[config.mk]
export PLATFORM = sky130hd
export DESIGN_NAME = ps2_host_tx
export DESIGN_NICKNAME = d
export VERILOG_FILES = /design/src/rtl/ps2_pkg.sv /design/src/rtl/ps2_line_sync.sv /design/src/rtl/ps2_host_tx.sv
export SDC_FILE = /design/constraint.sdc
export NUM_CORES = 1
export LEC_CHECK = 0
export ABC_CLOCK_PERIOD_IN_PS = 4750
export CAP_MARGIN = 5
export CORE_ASPECT_RATIO = 1.1
export CORE_MARGIN = 2
export CORE_UTILIZATION = 60
export CTS_BUF_LIST = sky130_fd_sc_hd__clkbuf_8 sky130_fd_sc_hd__clkbuf_16
export DETAILED_ROUTE_END_ITERATION = 8
export GPL_TIMING_DRIVEN = 1
export MAX_ROUTING_LAYER = met4
export PLACE_DENSITY = 0.81
export SKIP_LAST_GASP = 1
export SYNTH_ARGS = -nofsm -noshare
export SYNTH_HDL_FRONTEND = slang
export SYNTH_SLANG_ARGS = --single-unit
[constraint.sdc]
create_clock -name clk -period 4.75 [get_ports clk]
set_input_delay 1.1875 -clock clk [delete_from_list [all_inputs] [get_ports clk]]
set_output_delay 1.1875 -clock clk [all_outputs]
set_load 0.1 [all_outputs]
[src/rtl/ps2_pkg.sv]
// rtl/ps2_pkg.sv - shared PS/2 constants: host-tx state codes, frame bit indices, cycle helpers
package ps2_pkg;

    localparam logic [2:0] ST_IDLE      = 3'd0;
    localparam logic [2:0] ST_INHIBIT   = 3'd1;
    localparam logic [2:0] ST_REQ       = 3'd2;
    localparam logic [2:0] ST_SHIFT     = 3'd3;
    localparam logic [2:0] ST_WAIT_IDLE = 3'd4;

    // bitcnt values at which the parity, stop and ACK slots are handled
    localparam logic [3:0] PARITY_IDX = 4'd8;
    localparam logic [3:0] STOP_IDX   = 4'd9;
    localparam logic [3:0] ACK_IDX    = 4'd10;

    function automatic int unsigned us_to_cycles(input int unsigned clk_hz, input int unsigned us);
        return (clk_hz / 1_000_000) * us;
    endfunction

    function automatic logic odd_parity(input logic [7:0] d);
        return ~^d;
    endfunction

endpackage

[src/rtl/ps2_line_sync.sv]
// rtl/ps2_line_sync.sv - 2-flop synchronizer for PS/2 clock/data plus clock falling-edge detect
module ps2_line_sync (
    input  logic clk,
    input  logic reset,
    input  logic ps2clk,
    input  logic ps2dat,
    output logic clk_s,
    output logic dat_s,
    output logic fall
);

    logic [1:0] clk_sync_q, clk_sync_d;
    logic [1:0] dat_sync_q, dat_sync_d;
    logic       clk_prev_q, clk_prev_d;

    always_comb begin
        clk_sync_d = {clk_sync_q[0], ps2clk};
        dat_sync_d = {dat_sync_q[0], ps2dat};
        clk_prev_d = clk_sync_q[1];
    end

    // Reset to the idle-high line level so leaving reset never fakes a falling edge
    always_ff @(posedge clk) begin
        if (reset) begin
            clk_sync_q <= 2'b11;
            dat_sync_q <= 2'b11;
            clk_prev_q <= 1'b1;
        end else begin
            clk_sync_q <= clk_sync_d;
            dat_sync_q <= dat_sync_d;
            clk_prev_q <= clk_prev_d;
        end
    end

    assign clk_s = clk_sync_q[1];
    assign dat_s = dat_sync_q[1];
    assign fall  = clk_prev_q & ~clk_sync_q[1];

endmodule

[src/rtl/ps2_host_tx.sv]
// rtl/ps2_host_tx.sv - host-to-device PS/2 command transmitter with open-drain line drives
module ps2_host_tx
    import ps2_pkg::*;
#(
    parameter int unsigned CLK_HZ     = 50_000_000,
    parameter int unsigned INHIBIT_US = 100,
    parameter int unsigned TIMEOUT_US = 15000
) (
    input  logic       clk,
    input  logic       reset,
    input  logic       ps2clk,
    input  logic       ps2dat,
    input  logic [7:0] tx_data,
    input  logic       tx_start,
    output logic       clk_drive_low,
    output logic       dat_drive_low,
    output logic       busy,
    output logic       done,
    output logic       err
);

    localparam int unsigned INHIBIT_CYCLES = us_to_cycles(CLK_HZ, INHIBIT_US);
    localparam int unsigned TIMEOUT_CYCLES = us_to_cycles(CLK_HZ, TIMEOUT_US);
    localparam int INH_W = $clog2(INHIBIT_CYCLES);
    localparam int TMO_W = $clog2(TIMEOUT_CYCLES);
    localparam logic [INH_W-1:0] INH_LAST = INH_W'(INHIBIT_CYCLES - 1);
    localparam logic [TMO_W-1:0] TMO_LAST = TMO_W'(TIMEOUT_CYCLES - 1);

    logic clk_s, dat_s, fall;

    ps2_line_sync u_sync (
        .clk    (clk),
        .reset  (reset),
        .ps2clk (ps2clk),
        .ps2dat (ps2dat),
        .clk_s  (clk_s),
        .dat_s  (dat_s),
        .fall   (fall)
    );

    logic [2:0]       state_q, state_d;
    logic [INH_W-1:0] inh_cnt_q, inh_cnt_d;
    logic [TMO_W-1:0] tmo_cnt_q, tmo_cnt_d;
    logic [3:0]       bitcnt_q, bitcnt_d;
    logic [7:0]       shift_q, shift_d;
    logic             nack_q, nack_d;
    logic             clk_drv_q, clk_drv_d;
    logic             dat_drv_q, dat_drv_d;
    logic             busy_q, busy_d;
    logic             done_q, done_d;
    logic             err_q, err_d;

    always_comb begin
        state_d   = state_q;
        inh_cnt_d = inh_cnt_q;
        tmo_cnt_d = tmo_cnt_q;
        bitcnt_d  = bitcnt_q;
        shift_d   = shift_q;
        nack_d    = nack_q;
        clk_drv_d = clk_drv_q;
        dat_drv_d = dat_drv_q;
        busy_d    = busy_q;
        done_d    = 1'b0;
        err_d     = err_q;

        case (state_q)
            ST_IDLE: begin
                if (tx_start) begin
                    shift_d   = tx_data;
                    err_d     = 1'b0;
                    nack_d    = 1'b0;
                    inh_cnt_d = '0;
                    clk_drv_d = 1'b1;
                    busy_d    = 1'b1;
                    state_d   = ST_INHIBIT;
                end
            end
            ST_INHIBIT: begin
                if (inh_cnt_q == INH_LAST) begin
                    dat_drv_d = 1'b1;
                    state_d   = ST_REQ;
                end else begin
                    inh_cnt_d = inh_cnt_q + 1'b1;
                end
            end
            ST_REQ: begin
                clk_drv_d = 1'b0;
                tmo_cnt_d = '0;
                bitcnt_d  = '0;
                state_d   = ST_SHIFT;
            end
            ST_SHIFT, ST_WAIT_IDLE: begin
                tmo_cnt_d = tmo_cnt_q + 1'b1;
                // The timeout wins over any same-cycle clock edge or idle detection
                if (tmo_cnt_q == TMO_LAST) begin
                    clk_drv_d = 1'b0;
                    dat_drv_d = 1'b0;
                    err_d     = 1'b1;
                    done_d    = 1'b1;
                    busy_d    = 1'b0;
                    state_d   = ST_IDLE;
                end else if (state_q == ST_SHIFT) begin
                    if (fall) begin
                        bitcnt_d = bitcnt_q + 1'b1;
                        if (bitcnt_q < PARITY_IDX) begin
                            dat_drv_d = ~shift_q[bitcnt_q[2:0]];
                        end else if (bitcnt_q == PARITY_IDX) begin
                            dat_drv_d = ~odd_parity(shift_q);
                        end else if (bitcnt_q == STOP_IDX) begin
                            dat_drv_d = 1'b0;
                        end else if (bitcnt_q >= ACK_IDX) begin
                            nack_d    = dat_s;
                            dat_drv_d = 1'b0;
                            state_d   = ST_WAIT_IDLE;
                        end
                    end
                end else if (clk_s && dat_s) begin
                    done_d  = 1'b1;
                    busy_d  = 1'b0;
                    err_d   = nack_q;
                    state_d = ST_IDLE;
                end
            end
            default: begin
                state_d   = ST_IDLE;
                clk_drv_d = 1'b0;
                dat_drv_d = 1'b0;
                busy_d    = 1'b0;
            end
        endcase
    end

    always_ff @(posedge clk) begin
        if (reset) begin
            state_q   <= ST_IDLE;
            inh_cnt_q <= '0;
            tmo_cnt_q <= '0;
            bitcnt_q  <= '0;
            shift_q   <= '0;
            nack_q    <= 1'b0;
            clk_drv_q <= 1'b0;
            dat_drv_q <= 1'b0;
            busy_q    <= 1'b0;
            done_q    <= 1'b0;
            err_q     <= 1'b0;
        end else begin
            state_q   <= state_d;
            inh_cnt_q <= inh_cnt_d;
            tmo_cnt_q <= tmo_cnt_d;
            bitcnt_q  <= bitcnt_d;
            shift_q   <= shift_d;
            nack_q    <= nack_d;
            clk_drv_q <= clk_drv_d;
            dat_drv_q <= dat_drv_d;
            busy_q    <= busy_d;
            done_q    <= done_d;
            err_q     <= err_d;
        end
    end

    assign clk_drive_low = clk_drv_q;
    assign dat_drive_low = dat_drv_q;
    assign busy          = busy_q;
    assign done          = done_q;
    assign err           = err_q;

endmodule

==> summary.md <==
| Metric | Value |
|---|---|
| Number of routed nets with antenna violations | `0` |
| DR vias | `2652` |
| Crit path kind | `reg2out` |
| Reg2reg path depth | `6` |
| RR Startpoint | `inh_cnt_q[10]` |
| Critical Path Fanout Max | `2` |
| Hold Startpoint | `u_sync.clk_sync_q[0]` |
| Crit path max-delay cell type | `clkdlybuf4s50_1` |
| TritonRoute pass-1 iters | `4` |
| Slew headroom | `35.4%` |
| Fmax | `332 MHz` |
| RSZ-0062 raised after global routing | `false` |
| I/O Buffers | `17` |
| Clock sink count | `59` |
| Final WL | `6330 um` |
| Pwr Total | `1.01 mW` |
| Ant diodes | `0` |
| Asr flop ratio synth | `0%` |
| I/O pins | `18` |
| Starting density of the core | `63.3%` |
| Seq/Total Area, Yosys | `39.5%` |
| Post-Syn Area | `2990 sq um` |
| Critical-path cell list | `clkdlybuf4s50_1` |
| Min Tclk post-route | `3010 ps` |
| CP Launch Type | `flop` |
| Final hold vios | `0` |
| Final Skew | `9.61 ps` |
| Yosys top cell area share | `39.5%` |
| CP Buf/Inv Count | `1` |
| Post-Syn Area per Cell | `7.96 sq um` |
| Row count | `26` |
| Final Setup Violations | `0` |
| Post-CTS setup buffers | `0` |
| Die W | `71.3 um` |
| Final worst path period share | `63.4%` |
| Largest net degree at the start of global routing | `33` |
| Worst hold path type | `reg2reg` |
| CTS resizes | `0` |
| Ratio of cells with drive above 1 in the final layout | `8.14%` |
| WL per Instance | `14.1 um` |
| Synth warn | `0` |
| Count leader, synth | `dfxtp_1` |
| Vias per inst | `5.91` |
| Arr. time, crit path | `1820 ps` |
| Htree depth | `3` |
| Main synth FF type | `dfxtp_1` |
| Dpl hpwl | `4410 um` |
| Worst Hold Depth | `1` |
| Num CTS Buffers | `9` |
| Hold EP | `u_sync.clk_sync_q[1]` |
| Library cells used by synthesis | `51` |
| Pins Over Slew Limit | `0` |
| Initial DRC count | `170` |
| Synth area leader | `dfxtp_1` |
| Die height | `78.0 um` |
| Setup TNS | `0 ps` |
| Worst path max stage delay | `1140 ps` |
| Final-stage net count | `406` |
| DRC errors left | `0` |
| Actual slew at the worst max-slew pin | `966 ps` |
| GRT Total Usage | `26.0%` |
| Synth cell count leaders | `59 x dfxtp_1, 54 x nand2_1, 36 x nor2_1, 28 x o21ai_0, 24 x a21oi_1` |
| Root Buffer | `clkbuf_8` |
| CTS max path bufs | `2` |
| Gate Count Post-Synth | `375` |
| Top delay family on crit path | `buffers and inverters` |
| Number of global-route vias before repair | `2490` |
| Area Overhead vs Synth | `12.1%` |
| Critical path capture point type | `output pin` |
| Core area | `4720 sq um` |
| Worst-path clk slew | `60 ps` |
| Run status | `complete, no violations` |
| Clk Latency, worst-skew pair | `350 ps` |
| Placer Congestion | `0.875` |
| Full die area | `5560 sq um` |
| Yosys reg bits | `59` |
| Max VDD drop | `233 uV` |
| Initial antenna violation count | `0` |
| FILL cells | `380` |
| Leak | `1.15 nW` |
| GRT overflow | `0` |
| CTS hold repair buffers | `0` |
| Req. time, crit path | `3560 ps` |
| Worst R2R End | `inh_cnt_q[7]` |
| CTS tree | `yes` |
| Synth area leaders | `dfxtp_1 40%, nand2_1 6.8%, xnor2_1 5.6%, o21ai_0 4.7%, nor2_1 4.5%` |
| First-pass GRT wire length | `11100 um` |
| Net Count, Synth | `393` |
| Max-Cap Viols | `0` |
| PD cells | `302 nW/um^2` |
| Number of synthesized flops with an enable pin | `0` |
| FF-to-FF setup slack | `1910 ps` |
report_power, final:
group	internal, mW	switching [mW]
sequential	0.505	0.0119
clock	0.210	0.188
combinational	0.0402	0.0559
kinds of logic after synthesis:
kind of cell    share of synthesized area (%)
compound gates                           17.4
mux                                      2.18
simple gates                             27.7
xor+xnor                                 7.04
fa+ha+maj                                2.09
flops                                    39.5
buf+inv                                  4.02
worst max-delay path by stage:
stage,start,to,slack (ps),depth (start not counted)
floorplan,tx_start,inh_cnt_q[8],2460,7
global placement,tx_start,inh_cnt_q[11],1670,7
detailed placement,tx_start,inh_cnt_q[7],1580,7
CTS,clk_drive_low,clk_drive_low,1710,1
global route,tx_start,inh_cnt_q[7],1690,7
finish,clk_drive_low,clk_drive_low,1740,1
cell usage in the layout (no fill, tap or decap), types with 2 or more instances in the layout:
| cell | count |
|---|---|
| mux4_2 | 2 |
| dfxtp_1 | 59 |
| o22ai_1 | 4 |
| mux2i_1 | 2 |
| nand2b_1 | 4 |
| a31oi_1 | 6 |
| nor4_1 | 7 |
| nor3b_1 | 3 |
| or2_2 | 6 |
| nand4_1 | 7 |
| or4_1 | 2 |
| xnor2_1 | 19 |
| buf_4 | 4 |
| a21o_1 | 2 |
| nor3_1 | 8 |
| nand3_1 | 20 |
| nor2b_1 | 3 |
| clkbuf_8 | 11 |
| clkdlybuf4s50_1 | 17 |
| or3_1 | 3 |
| a211oi_1 | 5 |
| o31ai_1 | 7 |
| clkinv_2 | 2 |
| xor2_1 | 5 |
| nor2_1 | 36 |
| o21ai_0 | 28 |
| a21oi_1 | 24 |
| inv_1 | 13 |
| ha_1 | 5 |
| and3_1 | 5 |
| nand2_1 | 54 |
per-stage QoR:
| stage | worst slack (ps) | hold slack (ps) | instances | instance area, sq um | util (%) |
|---|---|---|---|---|---|
| 2_1_floorplan | 2460 | 389 | 375 | 2990 | - |
| 3_3_place_gp | 1670 | 394 | 433 | 3170 | 67.3 |
| 3_5_place_dp | 1580 | 400 | 433 | 3170 | 67.3 |
| 4_1_cts | 1710 | 410 | 449 | 3350 | 71.0 |
| 5_1_grt | 1690 | 426 | 449 | 3350 | 71.0 |
| 6_report | 1740 | 408 | 449 | 3350 | 71.0 |
registers in the layout, indices dropped and copies added, names as in the netlist:
signal,cells
dat_drive_low,1
done,1
shift_q,8
tmo_cnt_q,20
clk_drive_low,1
u_sync.clk_prev_q,1
bitcnt_q,4
state_q,3
nack_q,1
u_sync.dat_sync_q,2
u_sync.clk_sync_q,2
busy,1
inh_cnt_q,13
err,1
cell type report:
class	count	area [sq um]	share of cell area, %
Clock buffer	11	151	4.52
Clock inverter	5	21.3	0.636
Inverter	10	37.5	1.12
Multi-Input combinational cell	287	1690	50.4
Sequential cell	59	1180	35.3
Tap cell	56	70.1	2.09
Timing Repair Buffer	21	200	5.98
worst reg2reg max path, stage by stage, from the launching register on:
cell and delay [ps]:
dfxtp_1 340, or4_1 530, or4_1 610, a31oi_1 770, nor3_1 180, xnor2_1 220, nor2_1 60
layer usage:
metal / share of wire (%) / track usage [%] / up-vias
li1: - / - / 1364
met1: 47 / 32.4 / 1224
met2: 47 / 39.5 / 50
met3: 4.5 / 4.55 / 14
met4: 2.3 / 14.7 / 0
met5: 0 / - / -
(Power assumes the default switching activity.)
